`config.mk`:
```
export PLATFORM = sky130hd
export DESIGN_NAME = mc_ctrl_fsm_flat
export DESIGN_NICKNAME = d
export VERILOG_FILES = /design/src/rtl/mc_ctrl_fsm_pkg.sv /design/src/rtl/mc_ctrl_fsm_if.sv /design/src/rtl/mc_ctrl_fsm_pc_en_gen.sv /design/src/rtl/mc_ctrl_fsm.sv /design/src/flat_wrapper.sv
export SDC_FILE = /design/constraint.sdc
export NUM_CORES = 1
export LEC_CHECK = 0
export CORE_UTILIZATION = 35
export CTS_BUF_LIST = sky130_fd_sc_hd__clkbuf_8
export DETAILED_ROUTE_END_ITERATION = 16
export MAX_ROUTING_LAYER = met4
export PLACE_DENSITY = 0.76
export SYNTH_ARGS = -nofsm -noshare
export SYNTH_HDL_FRONTEND = slang
export SYNTH_SLANG_ARGS = --single-unit
```
`constraint.sdc`:
```
create_clock -name clk -period 1.86 [get_ports clk]
set_clock_uncertainty 0.05 [all_clocks]
set_input_delay 0.465 -clock clk [delete_from_list [all_inputs] [get_ports clk]]
set_output_delay 0.465 -clock clk [all_outputs]
set_load 0.005 [all_outputs]
```
`src/rtl/mc_ctrl_fsm_pkg.sv`:
```
// Shared encodings for the multi-cycle CPU main controller: opcodes, state codes
// and datapath select values.
package mc_ctrl_pkg;

  localparam logic [5:0] OP_RTYPE = 6'b000000;
  localparam logic [5:0] OP_LW    = 6'b100011;
  localparam logic [5:0] OP_SW    = 6'b101011;
  localparam logic [5:0] OP_BEQ   = 6'b000100;
  localparam logic [5:0] OP_ADDI  = 6'b001000;
  localparam logic [5:0] OP_J     = 6'b000010;

  typedef enum logic [3:0] {
    S_FETCH  = 4'd0,
    S_DECODE = 4'd1,
    S_MEMADR = 4'd2,
    S_MEMRD  = 4'd3,
    S_MEMWB  = 4'd4,
    S_MEMWR  = 4'd5,
    S_EXEC   = 4'd6,
    S_ALUWB  = 4'd7,
    S_BEQ    = 4'd8,
    S_ADDIEX = 4'd9,
    S_ADDIWB = 4'd10,
    S_JUMP   = 4'd11
  } state_e;

  localparam logic [1:0] ALUOP_ADD   = 2'b00;
  localparam logic [1:0] ALUOP_SUB   = 2'b01;
  localparam logic [1:0] ALUOP_FUNCT = 2'b10;

  localparam logic [1:0] ALUSRCB_REG   = 2'b00;
  localparam logic [1:0] ALUSRCB_FOUR  = 2'b01;
  localparam logic [1:0] ALUSRCB_IMM   = 2'b10;
  localparam logic [1:0] ALUSRCB_IMMSH = 2'b11;

  localparam logic [1:0] PCSRC_ALU    = 2'b00;
  localparam logic [1:0] PCSRC_ALUOUT = 2'b01;
  localparam logic [1:0] PCSRC_JUMP   = 2'b10;

endpackage

```
`src/rtl/mc_ctrl_fsm_if.sv`:
```
// Controller <-> datapath/memory signal bundle. master = controller side.
interface mc_ctrl_fsm_if;
  logic [5:0] opcode;
  logic       zero;
  logic       mem_ready;
  logic       pcen;
  logic       iord;
  logic       memwrite;
  logic       irwrite;
  logic       regdst;
  logic       memtoreg;
  logic       regwrite;
  logic       alusrca;
  logic [1:0] alusrcb;
  logic [1:0] aluop;
  logic [1:0] pcsrc;
  logic       illegal_op;
  logic [3:0] state;

  modport master (
    input  opcode, zero, mem_ready,
    output pcen, iord, memwrite, irwrite, regdst, memtoreg, regwrite,
           alusrca, alusrcb, aluop, pcsrc, illegal_op, state
  );

  modport slave (
    output opcode, zero, mem_ready,
    input  pcen, iord, memwrite, irwrite, regdst, memtoreg, regwrite,
           alusrca, alusrcb, aluop, pcsrc, illegal_op, state
  );
endinterface

```
`src/rtl/mc_ctrl_fsm_pc_en_gen.sv`:
```
// PC load enable: unconditional write, or a taken branch.
module pc_en_gen (
  input  logic pcwrite_i,
  input  logic branch_i,
  input  logic zero_i,
  output logic pcen_o
);
  assign pcen_o = pcwrite_i | (branch_i & zero_i);
endmodule

```
`src/rtl/mc_ctrl_fsm.sv`:
```
// Main control FSM of the multi-cycle MIPS-subset CPU: Moore strobes/selects per
// state, with memory states stalling until the memory handshake completes.
module mc_ctrl_fsm #(
  parameter int USE_MEM_READY = 1
) (
  input logic          clk,
  input logic          rst,
  mc_ctrl_fsm_if.master bus
);
  import mc_ctrl_pkg::*;

  state_e state_q, state_d;
  logic   ready;
  logic   pcwrite;
  logic   branch;

  assign ready     = (USE_MEM_READY != 0) ? bus.mem_ready : 1'b1;
  assign bus.state = state_q;

  // State register
  always_ff @(posedge clk) begin
    if (rst) begin
      state_q <= S_FETCH;
    end else begin
      state_q <= state_d;
    end
  end

  // Next-state and output decode; everything stays at its idle default during reset
  always_comb begin
    state_d        = S_FETCH;
    pcwrite        = 1'b0;
    branch         = 1'b0;
    bus.iord       = 1'b0;
    bus.memwrite   = 1'b0;
    bus.irwrite    = 1'b0;
    bus.regdst     = 1'b0;
    bus.memtoreg   = 1'b0;
    bus.regwrite   = 1'b0;
    bus.alusrca    = 1'b0;
    bus.alusrcb    = ALUSRCB_REG;
    bus.aluop      = ALUOP_ADD;
    bus.pcsrc      = PCSRC_ALU;
    bus.illegal_op = 1'b0;
    if (rst) begin
      state_d = S_FETCH;
    end else begin
      case (state_q)
        S_FETCH: begin
          bus.alusrcb = ALUSRCB_FOUR;
          bus.irwrite = ready;
          pcwrite     = ready;
          if (ready) begin
            state_d = S_DECODE;
          end else begin
            state_d = S_FETCH;
          end
        end
        S_DECODE: begin
          // Branch target is precomputed here while the opcode is decoded
          bus.alusrcb = ALUSRCB_IMMSH;
          case (bus.opcode)
            OP_LW, OP_SW: state_d = S_MEMADR;
            OP_RTYPE:     state_d = S_EXEC;
            OP_BEQ:       state_d = S_BEQ;
            OP_ADDI:      state_d = S_ADDIEX;
            OP_J:         state_d = S_JUMP;
            default: begin
              bus.illegal_op = 1'b1;
              state_d        = S_FETCH;
            end
          endcase
        end
        S_MEMADR: begin
          bus.alusrca = 1'b1;
          bus.alusrcb = ALUSRCB_IMM;
          case (bus.opcode)
            OP_LW:   state_d = S_MEMRD;
            OP_SW:   state_d = S_MEMWR;
            default: state_d = S_FETCH;
          endcase
        end
        S_MEMRD: begin
          bus.iord = 1'b1;
          if (ready) begin
            state_d = S_MEMWB;
          end else begin
            state_d = S_MEMRD;
          end
        end
        S_MEMWB: begin
          bus.memtoreg = 1'b1;
          bus.regwrite = 1'b1;
          state_d      = S_FETCH;
        end
        S_MEMWR: begin
          bus.iord     = 1'b1;
          bus.memwrite = 1'b1;
          if (ready) begin
            state_d = S_FETCH;
          end else begin
            state_d = S_MEMWR;
          end
        end
        S_EXEC: begin
          bus.alusrca = 1'b1;
          bus.alusrcb = ALUSRCB_REG;
          bus.aluop   = ALUOP_FUNCT;
          state_d     = S_ALUWB;
        end
        S_ALUWB: begin
          bus.regdst   = 1'b1;
          bus.regwrite = 1'b1;
          state_d      = S_FETCH;
        end
        S_BEQ: begin
          bus.alusrca = 1'b1;
          bus.alusrcb = ALUSRCB_REG;
          bus.aluop   = ALUOP_SUB;
          bus.pcsrc   = PCSRC_ALUOUT;
          branch      = 1'b1;
          state_d     = S_FETCH;
        end
        S_ADDIEX: begin
          bus.alusrca = 1'b1;
          bus.alusrcb = ALUSRCB_IMM;
          state_d     = S_ADDIWB;
        end
        S_ADDIWB: begin
          bus.regwrite = 1'b1;
          state_d      = S_FETCH;
        end
        S_JUMP: begin
          bus.pcsrc = PCSRC_JUMP;
          pcwrite   = 1'b1;
          state_d   = S_FETCH;
        end
        default: state_d = S_FETCH;
      endcase
    end
  end

  pc_en_gen u_pc_en_gen (
    .pcwrite_i (pcwrite),
    .branch_i  (branch),
    .zero_i    (bus.zero),
    .pcen_o    (bus.pcen)
  );

endmodule

```
`src/flat_wrapper.sv`:
```
// flat-port wrapper written by rule: the top's interface ports become plain ports
module mc_ctrl_fsm_flat import mc_ctrl_pkg::*;
#(
  parameter int USE_MEM_READY = 1
)
  (clk, rst, bus_opcode, bus_zero, bus_mem_ready, bus_pcen, bus_iord, bus_memwrite, bus_irwrite, bus_regdst, bus_memtoreg, bus_regwrite, bus_alusrca, bus_alusrcb, bus_aluop, bus_pcsrc, bus_illegal_op, bus_state);
  mc_ctrl_fsm_if bus_i ();
  input logic clk;
  input logic rst;
  input wire logic [$bits(bus_i.opcode)-1:0] bus_opcode;
  input wire logic [$bits(bus_i.zero)-1:0] bus_zero;
  input wire logic [$bits(bus_i.mem_ready)-1:0] bus_mem_ready;
  output wire logic [$bits(bus_i.pcen)-1:0] bus_pcen;
  output wire logic [$bits(bus_i.iord)-1:0] bus_iord;
  output wire logic [$bits(bus_i.memwrite)-1:0] bus_memwrite;
  output wire logic [$bits(bus_i.irwrite)-1:0] bus_irwrite;
  output wire logic [$bits(bus_i.regdst)-1:0] bus_regdst;
  output wire logic [$bits(bus_i.memtoreg)-1:0] bus_memtoreg;
  output wire logic [$bits(bus_i.regwrite)-1:0] bus_regwrite;
  output wire logic [$bits(bus_i.alusrca)-1:0] bus_alusrca;
  output wire logic [$bits(bus_i.alusrcb)-1:0] bus_alusrcb;
  output wire logic [$bits(bus_i.aluop)-1:0] bus_aluop;
  output wire logic [$bits(bus_i.pcsrc)-1:0] bus_pcsrc;
  output wire logic [$bits(bus_i.illegal_op)-1:0] bus_illegal_op;
  output wire logic [$bits(bus_i.state)-1:0] bus_state;
  assign bus_i.opcode = bus_opcode;
  assign bus_i.zero = bus_zero;
  assign bus_i.mem_ready = bus_mem_ready;
  assign bus_pcen = bus_i.pcen;
  assign bus_iord = bus_i.iord;
  assign bus_memwrite = bus_i.memwrite;
  assign bus_irwrite = bus_i.irwrite;
  assign bus_regdst = bus_i.regdst;
  assign bus_memtoreg = bus_i.memtoreg;
  assign bus_regwrite = bus_i.regwrite;
  assign bus_alusrca = bus_i.alusrca;
  assign bus_alusrcb = bus_i.alusrcb;
  assign bus_aluop = bus_i.aluop;
  assign bus_pcsrc = bus_i.pcsrc;
  assign bus_illegal_op = bus_i.illegal_op;
  assign bus_state = bus_i.state;
  mc_ctrl_fsm #(.USE_MEM_READY(USE_MEM_READY)) u_core (.clk(clk), .rst(rst), .bus(bus_i));
endmodule
```
* Word-level counts from Yosys, hierarchy flattened
Index checks and enable logic that the tools add are counted.
** Cells by class
- Multiplexer cells :: 33
- Equality and inequality tests :: 16
- Bitwise logic cells :: 2
- Reduce and logical (&&, ||, !) cells :: 8
** Operator list (number)
- case mux 4 bit (7 select lines) :: 1
- two-way mux 1 bit :: 21
- case mux 4 bit (5 select lines) :: 1
- == test 4 x 3 -> 1 bit (second input constant) :: 4
- == test 4 bit (second input constant) :: 4
- == test 6 bit (second input constant) :: 2
- == test 4 x 2 -> 1 bit (second input constant) :: 2
- case mux 2 bit (2 select lines) :: 2
- == test 6 x 2 -> 1 bit (second input constant) :: 1
- == test 6 x 3 -> 1 bit (second input constant) :: 1
- == test 6 x 4 -> 1 bit (second input constant) :: 1
- logical NOT 6 bit :: 1
- two-way mux 2 bit :: 3
- two-way mux 3 bit :: 2
- case mux 2 bit (3 select lines) :: 1
- case mux 3 bit (2 select lines) :: 1
- OR reduction 2 bit :: 3
- OR reduction 6 bit :: 1
- == test 4 x 1 -> 1 bit (second input constant) :: 1
- logical NOT 4 bit :: 1
- OR reduction 4 bit :: 1
- OR reduction 3 bit :: 1
- case mux 1 bit (2 select lines) :: 1
- AND 1 bit :: 1
- bitwise OR 1 bit :: 1
** Storage, ports and cells
- Bits of input ports :: 10
- Flip-flop bits (word level) :: 4
- Logic and storage cells :: 60
- Output and inout port bits :: 19

* Logic depth before layout (Yosys ltp)
Gate-level depths: netlist of the first run.
- Depth after elaboration :: 5
- Mapped depth :: 5
- Mapped depth without buffers :: 4

* Modules after synthesis
Synthesis of the first run repeated with hierarchy kept, for this count alone.
** Second synthesis, totals
- Cells, all modules :: 80
- Area, all modules :: 550.5 µm²
** Modules (own cells, without submodules)
- mc_ctrl_fsm :: sequential area each 80.1 µm², instances 1, cells each 79, area an instance 543.0 µm²
- pc_en_gen :: sequential area each 0.0 µm², instances 1, cells each 1, area an instance 7.5 µm²

* Worst setup path after synthesis of the first run
OpenSTA, ideal clock, no wires.
- Kind :: input to register
- Start :: in bus_opcode[2]
- End :: reg u_core.state_q[2] (netlist: u_core.bus.state[2])
- Stages :: 4
- Required time :: 1736 ps
- Arrival :: 1683 ps
- Setup time :: 74 ps
- Buffers on the path :: 1
- Slack :: 53 ps
- Cells stage by stage :: buf_2 -> or4b_1 -> or4_1 -> a31oi_1
** Between the ends
- Cells in the longest elaborated chain, start to end :: 4
- Elaborated cells between the ends (all ways) :: 10
- Those cells by class :: 5 x eq/ne; 3 x mux; 2 x reduce/logical
** RTL lines
- start, declared :: RTL line flat_wrapper.sv:10 : input wire logic [$bits(bus_i.opcode)-1:0] bus_opcode;
- == test 6 bit :: RTL line mc_ctrl_fsm.sv:62, mc_ctrl_fsm.sv:77
- OR reduction 2 bit
- case mux 4 bit (5 select lines) :: RTL line mc_ctrl_fsm.sv:62 : case (bus.opcode)
- case mux 4 bit (7 select lines) (*) :: RTL line mc_ctrl_fsm.sv:48 : case (state_q)
- end signal, assigned :: RTL line mc_ctrl_fsm.sv:25 : state_q <= state_d;
- end, declared :: RTL line mc_ctrl_fsm.sv:12 : state_e state_q, state_d;
Every way passes the cells marked *; elsewhere a longest branch is shown, timed or not.
A chain may end at the register's enable or synchronous reset.

* Worst setup path after layout of the first run
- Start :: in bus_opcode[0]
- End :: reg u_core.state_q[2] (netlist: u_core.bus.state[2])
The elaborated chain is that of the path after synthesis.

==> impl_results.md, run 1 <==
* Post-DP HPWL at 1490 µm
* Max rail drop VDD at 0.393 mV
* Root Driver: clkbuf_8
* Sequential fraction of the synthesis area at 15.0%
* Area share of the largest cell type after synthesis at 15.0%
* Max-cap violation count at 0
* Setup violations, final at 3
* Worst-Margin Slew at 0.338 ns
* Post-DR wirelength/cell at 17.4 µm
* Port buffer count at 28
* Fmax at 0.522 GHz
* CTS tree: built
* Min Tclk post-route at 1.92 ns
* Vias at 928
* Main synth FF type: dfxtp_1
* Kind of critical path: in2reg
* Largest register FFs at 4
* Tcrit/Tclk final at 103%
* Area grow syn2layout at 127%
* Die X-Extent at 41.0 µm
* Max Slew Vio Count at 0
* Die area at 1680 µm²
* Worst Path Arrival at 1.99 ns
* Num CTS Buffers at 3
* Design Area, Final at 1210 µm²
* Power Dens Cells at 340 nW/µm²
* Synth area leader: dfxtp_1
* Post-Syn Instances at 82
* First DRT Iteration DRCs at 21
* Setup WS pre-CTS at -0.727 ns
* Syn_area_per_cell at 6.50 µm²
* Core box area at 1370 µm²
* Antenna diodes at 0
* EDFF count, synth at 0
* Antenna Nets Post-Route at 0
* Clock-pin slew on the worst setup and hold paths at 0.03 ns
* Top Ports at 29
* Failing checks: negative setup slack
* Post-Synthesis Cell Area at 533 µm²
* Sink Count at 4
* Top cells by area, synth: dfxtp_1 15%, nor2_1 9.9%, a21oi_1 5.6%
* Pwr Total at 412 µW
* Final Hold Viols at 0
* Worst hold-check path type: in2reg
* Proportion of layout cells with a drive suffix above 1 at 48.6%
* Ys async rst share at 0%
* First-pass GRT wire length at 3500 µm
* Ys Warns at 0
* Row count at 13
* Clock latency on the worst-skew pair at 0.22 ns
* CTS max path bufs at 2
* Relative slew slack at 77.4%
* Startpoint types: input port
* Initial antenna violation count at 0
* Final WL at 2700 µm
* Total track usage at 33.0%
* Vias per cell at 5.99
* Gpl congestion at 0.838
* Status: complete, but fails checks
* Critical Path RT at 1.93 ns
* Synthesized net count at 92
* Endpoint class of the critical path: register
* CP Max Fanout at 3
* DRC violations left at 0
* RSZ-0062 raised after global routing: true
* Drt first pass iters at 4
* Synth cell types at 33
* # nets final at 152
* Final setup margin at -0.0573 ns
* Die H at 41.0 µm
* Largest net degree at the start of global routing at 12
* Post-synthesis register bit count at 4
* Post-Place Cell Area at 996 µm²
* Number of global-route vias before repair at 798
* # H-tree levels at 1
* Fin util at 88.6%
* Initial Util at 39.0%
* GRT Residual Overflow at 0
* Lkg Pwr at 0.000612 µW
* CTS hold repair buffers at 0
-- critical path, stage by stage --
cell     delay (ns)
buf_6          0.10
buf_6          0.11
nor3_4         0.20
or4b_4         0.50
or4_1          0.42
a31oi_1        0.21
-- cells in the mapped netlist (all sizes together), types with 2 or more instances --
cell type and instances:
nand2 5, nor2 14, nor2b 3, nor4 2, xor2 2, nand2b 3, dfxtp 4, clkbuf 7
or4 3, a21oi 6, a31oi 4, nor3 5, o21ai 5
-- cells in the final DEF, fill, tap and decap left out, types with 4 or more instances in the layout --
master	count
a21oi_1	6
a31oi_1	4
buf_2	5
buf_4	29
buf_6	8
clkdlybuf4s50_1	4
dfxtp_4	4
dlygate4sd2_1	9
dlymetal6s2s_1	4
nor2_1	11
-- per-stage QoR --
stage | cells | hold WS, ns | setup TNS [ns]
after floorplan | 82 | 0.494 | 0
after global placement | 143 | 0.656 | -9.13
after detailed placement | 143 | 0.675 | -9.83
after CTS | 153 | 0.587 | -0.552
after global routing | 155 | 0.565 | -0.205
final | 155 | 0.551 | -0.0815
-- power by group --
part	switching (µW)	internal, µW
Combinational	60.1	78.1
Sequential	3.11	83.8
Clock	48.4	138
Total	112	300
-- timing repair --
| item | 4_1_cts | 5_1_grt |
|---|---|---|
| endpoints found under the setup margin | 18 | 10 |
| buffers inserted | 7 | 2 |
| resized for setup | 79 | 19 |
| pin swaps | 9 | 6 |
-- cell families after synthesis --
group                  count (synthesis)  share of synthesized area [%]
AND/OR/NAND/NOR                       45                           47.4
flip-flops                             4                           15.0
buffers and inverters                  8                           5.87
AO/OA/AOI/OAI                         21                           24.6
multiplexers                           1                           2.11
XOR/XNOR                               3                           4.93
-- cell type report --
class | instances | area, µm²
multi-input cells | 70 | 508
well taps | 15 | 18.8
flip-flops and latches | 4 | 95.1
repair buffers | 63 | 547
fillers | 71 | 156
clock buffers | 3 | 41.3
-- metal layers --
| metal | vias to the layer above | wire (µm) | global-route usage (%) |
|---|---|---|---|
| met2 | 52 | 1420 | 58.2 |
| li1 | 422 | - | - |
| met3 | 19 | 147 | 7.61 |
| met1 | 435 | 1000 | 35.0 |
| met4 | 0 | 126 | 13.3 |
| met5 | - | 0 | - |
-- final timing paths --
path                        from                  end  slack (ns)  cells after the start
max                bus_opcode[0]  u_core.bus.state[2]       -0.06                      6
min                          rst  u_core.bus.state[3]        0.55                      3
max reg2reg  u_core.bus.state[2]  u_core.bus.state[2]       -0.02                      5
min reg2reg  u_core.bus.state[0]  u_core.bus.state[3]        0.60                      3
No activity file was read; power rests on OpenSTA's default activity.
==> inputs of run 2 (changes only) <==
- SLEW_MARGIN: not set -> 10
==> results of run 2 <==
Same layout as run 1: the final DEF is identical, and so are final timing and power.
